[config.mk]
export PLATFORM = sky130hd
export DESIGN_NAME = turnstile_fare_controller
export DESIGN_NICKNAME = d
export VERILOG_FILES = /design/src/rtl/turnstile_pkg.sv /design/src/rtl/turnstile_timeout_counter.sv /design/src/rtl/turnstile_fare_controller.sv
export SDC_FILE = /design/constraint.sdc
export NUM_CORES = 1
export LEC_CHECK = 0
export BUFFER_PORTS_ARGS = -buffer_cell sky130_fd_sc_hd__clkbuf_2
export CAP_MARGIN = 20
export CORE_ASPECT_RATIO = 1.5
export CORE_MARGIN = 2
export CORE_UTILIZATION = 28
export CTS_CLUSTER_DIAMETER = 150
export CTS_CLUSTER_SIZE = 24
export DETAILED_ROUTE_END_ITERATION = 16
export HOLD_SLACK_MARGIN = 0.06
export SETUP_SLACK_MARGIN = 0.5
export SYNTH_ARGS = -nofsm -noshare
export SYNTH_HDL_FRONTEND = slang
export SYNTH_SLANG_ARGS = --single-unit
[constraint.sdc]
create_clock -name i_Clk -period 5.8 [get_ports i_Clk]
set_input_delay 0.58 -clock i_Clk [delete_from_list [all_inputs] [get_ports i_Clk]]
set_output_delay 0.58 -clock i_Clk [all_outputs]
set_load 0.005 [all_outputs]
[src/rtl/turnstile_pkg.sv]
`default_nettype none
// ============================================================================
// Module      : turnstile_pkg
// Description : Shared definitions for the turnstile fare-collection slice.
//               Holds the 3-bit state encoding of the fare controller FSM,
//               the lock-status constants shared with the turnstile lock FSM,
//               and a small helper that classifies states as busy.
// Contents    : state_t           - 3-bit state type
//               c_ST_*            - six state encodings
//               c_LOCKED          - i_Locked level meaning "turnstile locked"
//               c_UNLOCKED        - i_Locked level meaning "turnstile free"
//               is_busy()         - 1 for GRANT/WAIT_UNLOCK/WAIT_LOCK/REFUND
// Revision    : 1.0 - initial release
// ============================================================================
package turnstile_pkg;

  typedef logic [2:0] state_t;

  localparam state_t c_ST_IDLE        = 3'd0;
  localparam state_t c_ST_COLLECT     = 3'd1;
  localparam state_t c_ST_GRANT       = 3'd2;
  localparam state_t c_ST_WAIT_UNLOCK = 3'd3;
  localparam state_t c_ST_WAIT_LOCK   = 3'd4;
  localparam state_t c_ST_REFUND      = 3'd5;

  // Status levels on the turnstile's locked output.
  localparam logic c_LOCKED   = 1'b1;
  localparam logic c_UNLOCKED = 1'b0;

  // States in which the controller refuses new coins and ignores cancel.
  function automatic logic is_busy(input state_t s);
    return (s == c_ST_GRANT)       ||
           (s == c_ST_WAIT_UNLOCK) ||
           (s == c_ST_WAIT_LOCK)   ||
           (s == c_ST_REFUND);
  endfunction

endpackage
`default_nettype wire

[src/rtl/turnstile_timeout_counter.sv]
`default_nettype none
// ============================================================================
// Module      : turnstile_timeout_counter
// Description : Saturating cycle counter used to bound the wait for the
//               turnstile to unlock after a coin pulse. The count is cleared
//               by i_Clear, advances on i_Enable and stops at TIMEOUT-1.
//               o_Expired is high while the count sits at TIMEOUT-1.
// Parameters  : TIMEOUT   - cycles counted before expiry (>= 2)
// Ports       : i_Clk     in  1  clock, rising edge
//               i_Rst_L   in  1  synchronous active-low reset
//               i_Clear   in  1  return count to zero (priority over enable)
//               i_Enable  in  1  advance count by one
//               o_Expired out 1  count has reached TIMEOUT-1
// Revision    : 1.0 - initial release
// ============================================================================
module turnstile_timeout_counter #(
  parameter int TIMEOUT = 1000
) (
  input  logic i_Clk,
  input  logic i_Rst_L,
  input  logic i_Clear,
  input  logic i_Enable,
  output logic o_Expired
);

  localparam int c_CNT_W = (TIMEOUT > 2) ? $clog2(TIMEOUT) : 1;
  localparam logic [c_CNT_W-1:0] c_LAST = c_CNT_W'(TIMEOUT - 1);
  localparam logic [c_CNT_W-1:0] c_ONE  = c_CNT_W'(1);

  logic [c_CNT_W-1:0] r_count;

  // Saturate at the last value so a long enable never wraps back to a
  // non-expired count.
  always_ff @(posedge i_Clk) begin
    if (!i_Rst_L) begin
      r_count <= '0;
    end else if (i_Clear) begin
      r_count <= '0;
    end else if (i_Enable && (r_count != c_LAST)) begin
      r_count <= r_count + c_ONE;
    end
  end

  assign o_Expired = (r_count == c_LAST);

endmodule
`default_nettype wire

[src/rtl/turnstile_fare_controller.sv]
`default_nettype none
// ============================================================================
// Module      : turnstile_fare_controller
// Description : Payment-side controller for the turnstile lock FSM. Adds up
//               coin credit, issues a one-cycle coin pulse once the fare is
//               covered, follows the turnstile through unlock and relock,
//               deducts the fare and pays back any surplus as change. A
//               cancel while collecting refunds the full credit. If the
//               turnstile fails to unlock within TIMEOUT cycles the coin
//               pulse is re-issued, without limit.
// Parameters  : FARE      - credit charged per passage (1 .. 2^CREDIT_W-1)
//               COIN_W    - coin value bus width (<= CREDIT_W)
//               CREDIT_W  - credit accumulator / change bus width
//               TIMEOUT   - unlock wait before re-issuing the pulse (>= 2)
// Ports       : i_Clk          in  1         clock, rising edge
//               i_Rst_L        in  1         synchronous active-low reset
//               i_Coin_Valid   in  1         coin inserted (one cycle)
//               i_Coin_Value   in  COIN_W    coin value
//               i_Cancel       in  1         refund request (one cycle)
//               i_Locked       in  1         turnstile status, 1 = locked
//               o_Coin         out 1         coin pulse to the turnstile
//               o_Coin_Reject  out 1         coin was not credited
//               o_Credit       out CREDIT_W  current credit
//               o_Change_Valid out 1         change / refund issued
//               o_Change_Value out CREDIT_W  change amount, 0 when not valid
//               o_Busy         out 1         passage or refund in progress
//               All outputs are registered.
// Revision    : 1.0 - initial release
// ============================================================================
module turnstile_fare_controller
  import turnstile_pkg::*;
#(
  parameter int FARE     = 25,
  parameter int COIN_W   = 4,
  parameter int CREDIT_W = 8,
  parameter int TIMEOUT  = 1000
) (
  input  logic                i_Clk,
  input  logic                i_Rst_L,
  input  logic                i_Coin_Valid,
  input  logic [COIN_W-1:0]   i_Coin_Value,
  input  logic                i_Cancel,
  input  logic                i_Locked,
  output logic                o_Coin,
  output logic                o_Coin_Reject,
  output logic [CREDIT_W-1:0] o_Credit,
  output logic                o_Change_Valid,
  output logic [CREDIT_W-1:0] o_Change_Value,
  output logic                o_Busy
);

  localparam logic [CREDIT_W-1:0] c_FARE = CREDIT_W'(FARE);

  // --------------------------------------------------------------------------
  // Registered state and outputs
  // --------------------------------------------------------------------------
  state_t              r_state;
  logic [CREDIT_W-1:0] r_credit;
  logic                r_coin;
  logic                r_reject;
  logic                r_chg_valid;
  logic [CREDIT_W-1:0] r_chg_value;
  logic                r_busy;

  // --------------------------------------------------------------------------
  // Combinational next values
  // --------------------------------------------------------------------------
  state_t              w_state_nxt;
  logic [CREDIT_W-1:0] w_credit_nxt;
  logic                w_coin_nxt;
  logic                w_reject_nxt;
  logic                w_chg_valid_nxt;
  logic [CREDIT_W-1:0] w_chg_value_nxt;
  logic                w_busy_nxt;

  // --------------------------------------------------------------------------
  // Credit arithmetic
  // --------------------------------------------------------------------------
  logic [CREDIT_W:0]   w_value_ext;
  logic [CREDIT_W:0]   w_sum;
  logic                w_value_nz;
  logic                w_coin_fits;
  logic                w_fare_met;
  logic [CREDIT_W-1:0] w_remainder;
  logic                w_timeout;

  // The sum carries one extra bit so an overflowing coin is detected rather
  // than silently wrapping the accumulator.
  assign w_value_ext = {{(CREDIT_W + 1 - COIN_W){1'b0}}, i_Coin_Value};
  assign w_sum       = {1'b0, r_credit} + w_value_ext;
  assign w_value_nz  = (i_Coin_Value != '0);
  assign w_coin_fits = w_value_nz && !w_sum[CREDIT_W];
  assign w_fare_met  = (r_credit >= c_FARE);
  // Only reached after a grant, so credit is never below the fare here.
  assign w_remainder = r_credit - c_FARE;

  // --------------------------------------------------------------------------
  // Unlock timeout: restarted by every coin pulse, runs while waiting
  // --------------------------------------------------------------------------
  turnstile_timeout_counter #(
    .TIMEOUT (TIMEOUT)
  ) u_timeout (
    .i_Clk     (i_Clk),
    .i_Rst_L   (i_Rst_L),
    .i_Clear   (r_state == c_ST_GRANT),
    .i_Enable  (r_state == c_ST_WAIT_UNLOCK),
    .o_Expired (w_timeout)
  );

  // --------------------------------------------------------------------------
  // FSM: state register
  // --------------------------------------------------------------------------
  always_ff @(posedge i_Clk) begin
    if (!i_Rst_L) begin
      r_state <= c_ST_IDLE;
    end else begin
      r_state <= w_state_nxt;
    end
  end

  // --------------------------------------------------------------------------
  // FSM: next-state logic
  // --------------------------------------------------------------------------
  always_comb begin
    w_state_nxt = r_state;
    case (r_state)
      c_ST_IDLE: begin
        if (i_Coin_Valid && w_value_nz) begin
          w_state_nxt = c_ST_COLLECT;
        end
      end
      c_ST_COLLECT: begin
        // A refund request takes precedence over granting passage.
        if (i_Cancel) begin
          w_state_nxt = c_ST_REFUND;
        end else if (w_fare_met) begin
          w_state_nxt = c_ST_GRANT;
        end
      end
      c_ST_GRANT: begin
        w_state_nxt = c_ST_WAIT_UNLOCK;
      end
      c_ST_WAIT_UNLOCK: begin
        if (i_Locked == c_UNLOCKED) begin
          w_state_nxt = c_ST_WAIT_LOCK;
        end else if (w_timeout) begin
          w_state_nxt = c_ST_GRANT;
        end
      end
      c_ST_WAIT_LOCK: begin
        if (i_Locked == c_LOCKED) begin
          w_state_nxt = (w_remainder != '0) ? c_ST_REFUND : c_ST_IDLE;
        end
      end
      c_ST_REFUND: begin
        w_state_nxt = c_ST_IDLE;
      end
      default: begin
        w_state_nxt = c_ST_IDLE;
      end
    endcase
  end

  // --------------------------------------------------------------------------
  // FSM: output / datapath next values
  // --------------------------------------------------------------------------
  always_comb begin
    w_credit_nxt    = r_credit;
    w_reject_nxt    = 1'b0;
    w_chg_valid_nxt = 1'b0;
    w_chg_value_nxt = '0;
    case (r_state)
      c_ST_IDLE: begin
        // Credit is zero here, so the coin value simply becomes the credit.
        if (i_Coin_Valid) begin
          if (w_value_nz) begin
            w_credit_nxt = w_value_ext[CREDIT_W-1:0];
          end else begin
            w_reject_nxt = 1'b1;
          end
        end
      end
      c_ST_COLLECT: begin
        if (i_Coin_Valid) begin
          if (!i_Cancel && w_coin_fits) begin
            w_credit_nxt = w_sum[CREDIT_W-1:0];
          end else begin
            w_reject_nxt = 1'b1;
          end
        end
      end
      c_ST_WAIT_LOCK: begin
        w_reject_nxt = i_Coin_Valid;
        if (i_Locked == c_LOCKED) begin
          w_credit_nxt = w_remainder;
        end
      end
      c_ST_REFUND: begin
        w_reject_nxt    = i_Coin_Valid;
        w_chg_valid_nxt = 1'b1;
        w_chg_value_nxt = r_credit;
        w_credit_nxt    = '0;
      end
      default: begin
        // GRANT and WAIT_UNLOCK: credit frozen, coins refused.
        w_reject_nxt = i_Coin_Valid;
      end
    endcase
  end

  // The coin pulse and busy flag are registered from the next state so they
  // line up exactly with the cycles spent in GRANT / the busy states.
  assign w_coin_nxt = (w_state_nxt == c_ST_GRANT);
  assign w_busy_nxt = is_busy(w_state_nxt);

  // --------------------------------------------------------------------------
  // Output and credit registers
  // --------------------------------------------------------------------------
  always_ff @(posedge i_Clk) begin
    if (!i_Rst_L) begin
      r_credit    <= '0;
      r_coin      <= 1'b0;
      r_reject    <= 1'b0;
      r_chg_valid <= 1'b0;
      r_chg_value <= '0;
      r_busy      <= 1'b0;
    end else begin
      r_credit    <= w_credit_nxt;
      r_coin      <= w_coin_nxt;
      r_reject    <= w_reject_nxt;
      r_chg_valid <= w_chg_valid_nxt;
      r_chg_value <= w_chg_value_nxt;
      r_busy      <= w_busy_nxt;
    end
  end

  assign o_Coin         = r_coin;
  assign o_Coin_Reject  = r_reject;
  assign o_Credit       = r_credit;
  assign o_Change_Valid = r_chg_valid;
  assign o_Change_Value = r_chg_value;
  assign o_Busy         = r_busy;

endmodule
`default_nettype wire
==> flow_summary.json <==
{
  "multi_input_area_um2": 1220,
  "setup_violations": 0,
  "whs_endpoint": "u_timeout.r_count[5]",
  "drt_iter0_markers": 169,
  "rr_worst_depth": 8,
  "cts_hold_buffers": 0,
  "place_congestion": 0.903,
  "tightest_slew_ps": 716,
  "hold_class": "reg2reg",
  "worst_path_max_delay_cell": "a21oi_1",
  "grt_max_degree": 19,
  "fmax_mhz": 360,
  "mostFrequentLayoutCell": "dfxtp_1",
  "synth_area_per_cell_um2": 8.53,
  "fin_crit_ps": 2770,
  "drt_wl_total_mm": 4.85,
  "clk_pin_slew_ps": 70,
  "p_leak_uw": 0.000905,
  "slowest_delay_ps": 440,
  "post_cts_buffers": 0,
  "dp_hpwl_mm": 3.53,
  "status": "finished, final reports clean",
  "synthFlopType": "dfxtp_1",
  "total_power_uw": 898,
  "num_vias": 1777,
  "powerDensity_nw_per_um2": 404,
  "synth_nets": 249,
  "antenna_left": 0,
  "syn-instance-count": 231,
  "core_um2": 6850,
  "final_cell_mix": "dfxtp_1, clkbuf_2, nor2_1",
  "die_area_um2": 7730,
  "grt_pass1_vias": 1714,
  "worstReg2RegEnd": "o_Credit[1]",
  "start_util": 0.287,
  "min_path_cells": 2,
  "hold_viol_final": 0,
  "ir_drop_uv": 155,
  "crit_path_cell_trace": "ha_1, fa_1, a21o_1, a21oi_1, o21ai_2, nor2_2, o211ai_1, o211a_1",
  "io_buffer_count": 28,
  "required_ps": 5970,
  "clock_sinks": 33,
  "yosys_warnings": 0,
  "setup_slack_ps": 3030,
  "cts_max_path_buffers": 2,
  "clkLatencyLatePin_ps": 280,
  "worstPathArrival_ps": 2950,
  "min_from": "u_timeout.r_count[5]",
  "endpoint_kind": "register",
  "cts_root_buf": "clkbuf_8",
  "wire_per_inst_um": 14.6,
  "antenna_found_initial": 0,
  "area_growth_pct": 12.8,
  "ys_ff_latch": 33,
  "rsz0062_at_grt": "false",
  "critical_path_class": "reg2reg",
  "drcViolationCount": 0,
  "synth-seq-area-share": 0.335,
  "placementRows": 37,
  "ctsResizeCount": 0,
  "synth_area_um2": 1970,
  "cts_max_level": 2,
  "die_w_um": 72.5,
  "post-place-ws_ps": 2880,
  "crit_fanout": 12,
  "grt_usage": 0.133,
  "cts_tree": "built",
  "seq_area_um2": 661,
  "finalMaxSlewViolations": 0,
  "r2r_setup_slack_ps": 3030,
  "fill_cells": 730,
  "relSlewSlack": 0.520,
  "grt_pass1_wl_mm": 8.08,
  "grt_remaining_overflow": 0,
  "synth-async-reset-ratio": 0,
  "fin_nets": 271,
  "diodes": 0,
  "die_y_um": 107,
  "dr.pass1.iters": 4,
  "fin_skew_ps": 4.93,
  "final.period_utilization": 0.478,
  "ys_types": 53,
  "drive_above_1_share": 0.169,
  "cp-start-kind": "register",
  "ios": 29,
  "setup_tns_ps": 0,
  "drv_cap": 0,
  "synth_enable_flop_cells": 0,
  "via_per_inst": 5.35,
  "numCtsBuffers": 5,
  "reg2reg_from": "o_Credit[0]"
}
## metal layers
layer	GRT usage	up-vias	wire (um)
met2	0.216	63	2390
met1	0.155	816	2000
li1	-	883	-
met4	0.0754	0	159
met5	0	-	0
met3	0.0376	15	297
## synth_stat cells (all sizes together) (2+ instances only)
| library cell | count | area (um^2) |
|---|---|---|
| nand2 | 15 | 56.3 |
| nor2 | 17 | 66.3 |
| xor2 | 5 | 43.8 |
| o311ai | 2 | 17.5 |
| and2 | 10 | 62.6 |
| inv | 6 | 22.5 |
| nor2b | 5 | 31.3 |
| o21ai | 16 | 83.8 |
| o211a | 2 | 20.0 |
| nor3b | 3 | 27.5 |
| clkbuf | 7 | 26.3 |
| nor3 | 5 | 25.0 |
| nand3b | 2 | 15.0 |
| nand4 | 4 | 40.0 |
| o32ai | 2 | 17.5 |
| o21a | 3 | 22.5 |
| a31oi | 4 | 40.0 |
| mux2i | 3 | 30.0 |
| or3b | 2 | 17.5 |
| o32a | 2 | 20.0 |
| a211oi | 3 | 22.5 |
| a211o | 2 | 17.5 |
| nand3 | 7 | 35.0 |
| a21oi | 13 | 65.1 |
| xnor2 | 8 | 70.1 |
| ha | 8 | 100 |
| o22ai | 4 | 25.0 |
| and3 | 4 | 25.0 |
| dfxtp | 33 | 661 |
| buf | 6 | 42.5 |
| o211ai | 3 | 22.5 |
| a21o | 2 | 15.0 |
| o311a | 2 | 21.3 |
| or3 | 7 | 43.8 |
| nand2b | 6 | 37.5 |
## cells by family after synthesis
group	Yosys count	share of synthesized area
fa+ha+maj	9	0.0610
xor+xnor	13	0.0578
mux	3	0.0152
simple gates	91	0.263
flops	33	0.335
buf+inv	19	0.0464
compound gates	63	0.221
## critical path: cells and delay by family (launching register included)
family,cells,cell delay (ps)
AO/OA/AOI/OAI,5,1110
adder cells (fa/ha/maj),2,700
flip-flops,1,420
AND/OR/NAND/NOR,1,430
## how the worst max path moves through the flow
stage / start / endpoint / slack [ps] / cells past startpoint
floorplan: i_Coin_Value[0] / o_Credit[0] / 3430 / 9
global placement: i_Coin_Value[0] / o_Credit[2] / 2980 / 9
detailed placement: i_Coin_Value[0] / o_Credit[1] / 2880 / 9
CTS: o_Credit[0] / o_Credit[1] / 3080 / 8
global route: o_Credit[0] / o_Credit[5] / 2870 / 8
finish: o_Credit[0] / o_Credit[1] / 3030 / 8
## cell type report
type / count / share of cell area
flip-flops and latches: 33 / 0.297
inverters: 6 / 0.0101
clock inverters: 2 / 0.00451
clock buffers: 6 / 0.0327
multi-input cells: 179 / 0.548
repair buffers: 28 / 0.0631
well taps: 78 / 0.0439
## flip-flops by register name, indices dropped and copies added, names as in the netlist
signal / cells
u_timeout.r_count: 10
o_Busy: 1
r_state: 3
o_Credit: 8
o_Change_Valid: 1
o_Coin_Reject: 1
o_Coin: 1
o_Change_Value: 8
## where the power goes
part / leakage [uW] / switching, uW / internal (uW) / total, uW
registers: 0.000267 / 79.7 / 257 / 337
clock network: 0.0000450 / 83.6 / 83.1 / 167
logic: 0.000593 / 223 / 171 / 394
total: 0.000905 / 386 / 512 / 898
## per-stage QoR
| stage | instance area, um^2 | hold WS [ps] | cells | utilization |
|---|---|---|---|---|
| 2_1_floorplan | 1970 | 467 | 231 | - |
| 3_3_place_gp | 2140 | 482 | 324 | 0.312 |
| 3_5_place_dp | 2140 | 497 | 324 | 0.312 |
| 4_1_cts | 2220 | 508 | 332 | 0.324 |
| 5_1_grt | 2220 | 555 | 332 | 0.324 |
| 6_report | 2220 | 510 | 332 | 0.324 |
Power figures use the tool's default switching activity.
